<file path="src/rtl/div_sequencer.sv">
// div_sequencer
// Wraps an external fixed-latency signed divider that has no valid signal
// and no reset. The block:
//   - forwards operands straight to the divider, replacing a zero divisor
//     with 1 so the divider never sees a divide by zero,
//   - carries tag and corner-case flags alongside in a LATENCY-stage pipe,
//   - patches divide-by-zero and INT_MIN/-1 overflow results,
//   - queues results in a DEPTH-entry FIFO with a valid/ready output,
//   - limits outstanding operations to DEPTH with a credit counter, so the
//     FIFO can never overflow even though the pipe cannot stall.
// Ports:
//   clk, rst                      clock, synchronous active-high reset
//   in_valid/in_ready             operand handshake
//   in_a, in_b, in_tag            signed dividend, signed divisor, tag
//   div_sa, div_sb                operands to the external divider
//   div_q, div_r                  divider quotient/remainder, LATENCY later
//   out_valid/out_ready           result handshake
//   out_q, out_r, out_tag, out_dbz  result, tag, divide-by-zero flag
//   busy                          any operation in flight or queued
module div_sequencer #(
  parameter int LATENCY = 5,
  parameter int DEPTH   = 4,
  parameter int TAG_W   = 4
) (
  input  logic             clk,
  input  logic             rst,
  input  logic             in_valid,
  output logic             in_ready,
  input  logic [31:0]      in_a,
  input  logic [31:0]      in_b,
  input  logic [TAG_W-1:0] in_tag,
  output logic [31:0]      div_sa,
  output logic [31:0]      div_sb,
  input  logic [31:0]      div_q,
  input  logic [31:0]      div_r,
  output logic             out_valid,
  input  logic             out_ready,
  output logic [31:0]      out_q,
  output logic [31:0]      out_r,
  output logic [TAG_W-1:0] out_tag,
  output logic             out_dbz,
  output logic             busy
);

  localparam int PW = (DEPTH > 1) ? $clog2(DEPTH) : 1;
  localparam int CW = $clog2(DEPTH + 1);
  localparam logic [CW-1:0] DEPTH_C  = CW'(DEPTH);
  localparam logic [PW-1:0] LAST_PTR = PW'(DEPTH - 1);

  logic issue;
  logic pop;
  logic push;
  logic in_dbz;
  logic in_ovf;

  // Sideband pipe: valid bits are control state, the rest is data only.
  logic [LATENCY-1:0] pipe_valid;
  logic [LATENCY-1:0] pipe_dbz;
  logic [LATENCY-1:0] pipe_ovf;
  logic [TAG_W-1:0]   pipe_tag [LATENCY];
  logic [31:0]        pipe_a   [LATENCY];

  // Result FIFO storage and control.
  logic [31:0]      fifo_q   [DEPTH];
  logic [31:0]      fifo_r   [DEPTH];
  logic [TAG_W-1:0] fifo_tag [DEPTH];
  logic [DEPTH-1:0] fifo_dbz;
  logic [PW-1:0]    wptr;
  logic [PW-1:0]    rptr;
  logic [CW-1:0]    count;
  logic [CW-1:0]    outstanding;

  logic [31:0] push_q;
  logic [31:0] push_r;
  logic        push_dbz;

  assign in_dbz = (in_b == 32'd0);
  assign in_ovf = (in_a == 32'h8000_0000) && (in_b == 32'hFFFF_FFFF);

  assign div_sa = in_a;
  assign div_sb = in_dbz ? 32'd1 : in_b;

  // Credits cover both the pipe and the FIFO, so a push always finds room.
  assign in_ready  = !rst && (outstanding < DEPTH_C);
  assign issue     = in_valid && in_ready;
  assign out_valid = !rst && (count != '0);
  assign pop       = out_valid && out_ready;
  assign push      = pipe_valid[LATENCY-1];
  assign busy      = !rst && (outstanding != '0);

  assign out_q   = fifo_q[rptr];
  assign out_r   = fifo_r[rptr];
  assign out_tag = fifo_tag[rptr];
  assign out_dbz = fifo_dbz[rptr];

  // Select the value to queue; corner cases override the divider output.
  always_comb begin
    push_q   = div_q;
    push_r   = div_r;
    push_dbz = 1'b0;
    if (pipe_dbz[LATENCY-1]) begin
      push_q   = 32'hFFFF_FFFF;
      push_r   = pipe_a[LATENCY-1];
      push_dbz = 1'b1;
    end else if (pipe_ovf[LATENCY-1]) begin
      push_q   = 32'h8000_0000;
      push_r   = 32'd0;
      push_dbz = 1'b0;
    end else begin
      push_q   = div_q;
      push_r   = div_r;
      push_dbz = 1'b0;
    end
  end

  // Control state: pipe valids, FIFO pointers/count and credit counter.
  always_ff @(posedge clk) begin
    if (rst) begin
      pipe_valid  <= '0;
      wptr        <= '0;
      rptr        <= '0;
      count       <= '0;
      outstanding <= '0;
    end else begin
      pipe_valid[0] <= issue;
      for (int i = 1; i < LATENCY; i++) begin
        pipe_valid[i] <= pipe_valid[i-1];
      end

      if (push) begin
        wptr <= (wptr == LAST_PTR) ? '0 : wptr + PW'(1);
      end
      if (pop) begin
        rptr <= (rptr == LAST_PTR) ? '0 : rptr + PW'(1);
      end

      case ({push, pop})
        2'b10:   count <= count + CW'(1);
        2'b01:   count <= count - CW'(1);
        default: count <= count;
      endcase

      case ({issue, pop})
        2'b10:   outstanding <= outstanding + CW'(1);
        2'b01:   outstanding <= outstanding - CW'(1);
        default: outstanding <= outstanding;
      endcase
    end
  end

  // Pipe sideband data shifts every cycle; meaningless without its valid bit.
  always_ff @(posedge clk) begin
    pipe_dbz[0] <= in_dbz;
    pipe_ovf[0] <= in_ovf;
    pipe_tag[0] <= in_tag;
    pipe_a[0]   <= in_a;
    for (int i = 1; i < LATENCY; i++) begin
      pipe_dbz[i] <= pipe_dbz[i-1];
      pipe_ovf[i] <= pipe_ovf[i-1];
      pipe_tag[i] <= pipe_tag[i-1];
      pipe_a[i]   <= pipe_a[i-1];
    end
  end

  // FIFO data write; the credit counter guarantees a free slot on push.
  always_ff @(posedge clk) begin
    if (push) begin
      fifo_q[wptr]   <= push_q;
      fifo_r[wptr]   <= push_r;
      fifo_tag[wptr] <= pipe_tag[LATENCY-1];
      fifo_dbz[wptr] <= push_dbz;
    end
  end

endmodule

</file>
<file path="config.mk">
export PLATFORM = sky130hd
export DESIGN_NAME = div_sequencer
export DESIGN_NICKNAME = d
export VERILOG_FILES = /design/src/rtl/div_sequencer.sv
export SDC_FILE = /design/constraint.sdc
export NUM_CORES = 1
export LEC_CHECK = 0
export ABC_AREA = 1
export CAP_MARGIN = 20
export CORE_ASPECT_RATIO = 0.8
export CORE_MARGIN = 2
export CORE_UTILIZATION = 55
export CTS_BUF_LIST = sky130_fd_sc_hd__clkbuf_4
export DETAILED_ROUTE_END_ITERATION = 7
export PLACE_DENSITY_LB_ADDON = 0.3
export RECOVER_POWER = 50
export SYNTH_ARGS = -nofsm -noshare
export SYNTH_HDL_FRONTEND = slang
export SYNTH_SLANG_ARGS = --single-unit
export TNS_END_PERCENT = 20
</file>
<file path="constraint.sdc">
create_clock -name clk -period 2.85 [get_ports clk]
set_input_delay 0.4275 -clock clk [delete_from_list [all_inputs] [get_ports clk]]
set_output_delay 0.4275 -clock clk [all_outputs]
set_load 0.03 [all_outputs]
</file>
==> flow_summary.ini <==
[die]
die_area_um2 = 30900
die_h_um = 158
floorplan.rows = 56
pin_count = 272
initial_utilization = 0.557
coreArea_um2 = 29100
die_w_um = 196

[drt]
dr.pass1.iters = 4
vias_per_cell = 5.09
wl_per_cell_um = 17.5
drt_iter0_drc = 649
antenna_left = 0
routed_wl_um = 34800
vias = 10124
drc_errors = 0

[timing]
rsz0062_at_grt = no
finClkSkew_ps = 43.1
tightest_slew_ps = 1580
finalCritPeriodShare = 0.947
fin_crit_ps = 2700
setup_tns_ps = 0
slew_headroom = -0.0517
fmax_ghz = 0.370
hold_violations = 0
finalSetupViolCount = 0
drv_slew = 69
whs_ps = 224

[setup_path]
crit_path_end_kind = primary output
crit_fanout = 37
critPathRequiredTime_ps = 2420
r2r_end = fifo_q[3][18]
path_class = reg -> out
critPathArrivalTime_ps = 2270
timing.critical_path.cells = inv_2, buf_4, o21ai_0, o22ai_1, buf_12
start_kind = register
reg2reg_depth = 3
critPathSlowestCell = o22ai_1
cpPeakStageDelay_ps = 380
path_buf_inv = 3
crit_family = buffers and inverters
r2r_start = pipe_dbz[4]
regToRegSetupSlack_ps = 260

[logic_synthesis]
synth_top_family_by_area = compound AO/OA/AOI/OAI gates
async_flop_share = 0
muxShareOfSynthArea = 0
yosys-top-cells-area = edfxtp_1 (51%), dfxtp_1 (26%), o21ai_0 (5.2%)
yosysTopAreaCell = edfxtp_1
syn_area_um2 = 16200
synthAdderAreaFrac = 0.00786
syn_inst = 1251
yosys-top-cells-count = edfxtp_1 (276), dfxtp_1 (207), nor2_1 (188)
synth_compound_area_frac = 0.101
synth_nets = 1396
ys_seq_area_frac = 0.766
synth_top_flop_cell = edfxtp_1
yosys_register_bits = 483
yosys.cell_count.top_type = edfxtp_1
synth_xor_area_frac = 0
synth_edf_count = 276
yosys.area_share.simple = 0.0617
yosysWarnings = 0
synth.avg_cell_area_um2 = 13.0
yosysUniqueCellTypes = 26
synth_top_area_share = 0.511

[global_route]
grt_max_degree = 137
grt_overflow_total = 0
grt_use_met1 = 0.252
grt_antenna_before_repair = 1
grt_busiest_layer = met2
grt_pass1_wl_um = 51400
grtUsageMet3 = 0.0658
grt_pass1_vias = 9993
grt_use_total = 0.219
met2_usage = 0.390

[power_and_ir_drop]
p_per_area_nw_per_um2 = 666
leakagePower_nw = 7.89
vdd_drop_max_mv = 0.448

[cells_and_area]
fin_nets = 1677
drive_gt1_frac = 0.168
area_growth_pct = 25.9

[clocking]
clk_latency_ps = 780
root_buffer = clkbuf_4
numCtsBuffers = 109
cts_tree = done
numClockSinks = 483
clk_pin_slew_ps = 60
htree_levels = 3
cts_buffer_depth = 3

[hold_path]
min_path_cells = 1
holdPathEnd = pipe_tag[0][2]
min_from = in_tag[2]
hold_path_class = in -> reg

[placement]
place.gp.congestion = 0.753
io_buffer_count = 271
dp_hpwl_um = 20200

[outcome]
violations = max-capacitance violations, max-slew violations
outcome = finished, violations left

[job]
drv_cap = 2
==> layout by cell type (no fill, tap or decap), drive strengths merged, types with 2 or more instances in the layout <==
master           n
nand2           69
nor2           189
dfxtp          207
edfxtp         276
clkdlybuf4s50  166
dlygate4sd3     37
a21oi            9
o22ai           68
a22o            32
inv             89
clkinvlp         4
clkbuf         172
ha               7
buf             80
fa               2
clkinv          19
nand3            4
o21ai          174
==> registers in the layout (all words and copies together), names as in the netlist, named ones only <==
signal / flops
fifo_r: 128
pipe_tag: 20
fifo_dbz: 4
pipe_ovf: 5
outstanding: 3
pipe_a: 160
fifo_q: 128
wptr: 2
pipe_dbz: 5
rptr: 2
count: 3
fifo_tag: 16
pipe_valid: 5
==> power breakdown <==
group          switching (mW)  internal (mW)
registers              0.0394           7.51
logic                   0.469          0.390
clock network            2.46           2.73
==> worst max path at each step <==
stage	startpoint	endpoint	slack, ps	cells after the start
after floorplan	wptr[0]	fifo_dbz[3]	490	3
after global placement	in_b[22]	div_sb[0]	210	8
after detailed placement	in_b[22]	div_sb[0]	190	8
after CTS	register	out_r[2]	-2	4
after global routing	register	out_q[11]	9	5
final	register	out_r[24]	150	5
==> final cells by class <==
| type | instances | area [um2] |
|---|---|---|
| Sequential cell | 483 | 12400 |
| Fill cell | 2054 | 8720 |
| Timing Repair Buffer | 290 | 2990 |
| Multi-Input combinational cell | 559 | 2790 |
| Clock buffer | 165 | 1240 |
| Tap cell | 377 | 472 |
| Inverter | 89 | 347 |
| Clock inverter | 24 | 145 |
| Antenna cell | 1 | 2.50 |
==> timing repair <==
action / CTS / global route
hold endpoints to repair: 0 / 0
endpoints found under the setup margin: 9 / 14
pin swaps: 0 / 0
gates cloned: 0 / 1
buffers inserted: 0 / 0
hold buffers: 0 / 0
gates resized for setup: 4 / 2
==> worst reg2reg max path: cells and delay by family, from the launching register on <==
family / cells / cell delay [ps]
flip-flops: 1 / 330
AO/OA/AOI/OAI: 1 / 620
buffers and inverters: 2 / 1190
==> per-stage QoR <==
stage                     instance area (um2)  utilization  total power, mW  setup slack [ps]  cells
after detailed placement                19000        0.653             8.56               195   1797
final                                   20400        0.701             13.6               150   1988
after global routing                    20400        0.701             14.2              8.90   1988
after CTS                               20400        0.702             13.8             -2.30   1986
after floorplan                         16200            -             8.12               487   1251
after global placement                  19000        0.653             8.54               214   1797
==> metal layers <==
metal  vias up  routed length, um
met5         -                  0
met4         0                697
met3        53               2920
met2       401              17500
met1      4737              13700
li1       4933                  -
==> logic make-up (layout without fill, tap and decap cells) <==
family,after synthesis,after routing
buffers and inverters,209,568
adder cells (fa/ha/maj),9,9
other,0,1
AND/OR/NAND/NOR,264,264
AO/OA/AOI/OAI,286,286
flip-flops,483,483
No activity file was read; power rests on OpenSTA's default activity.
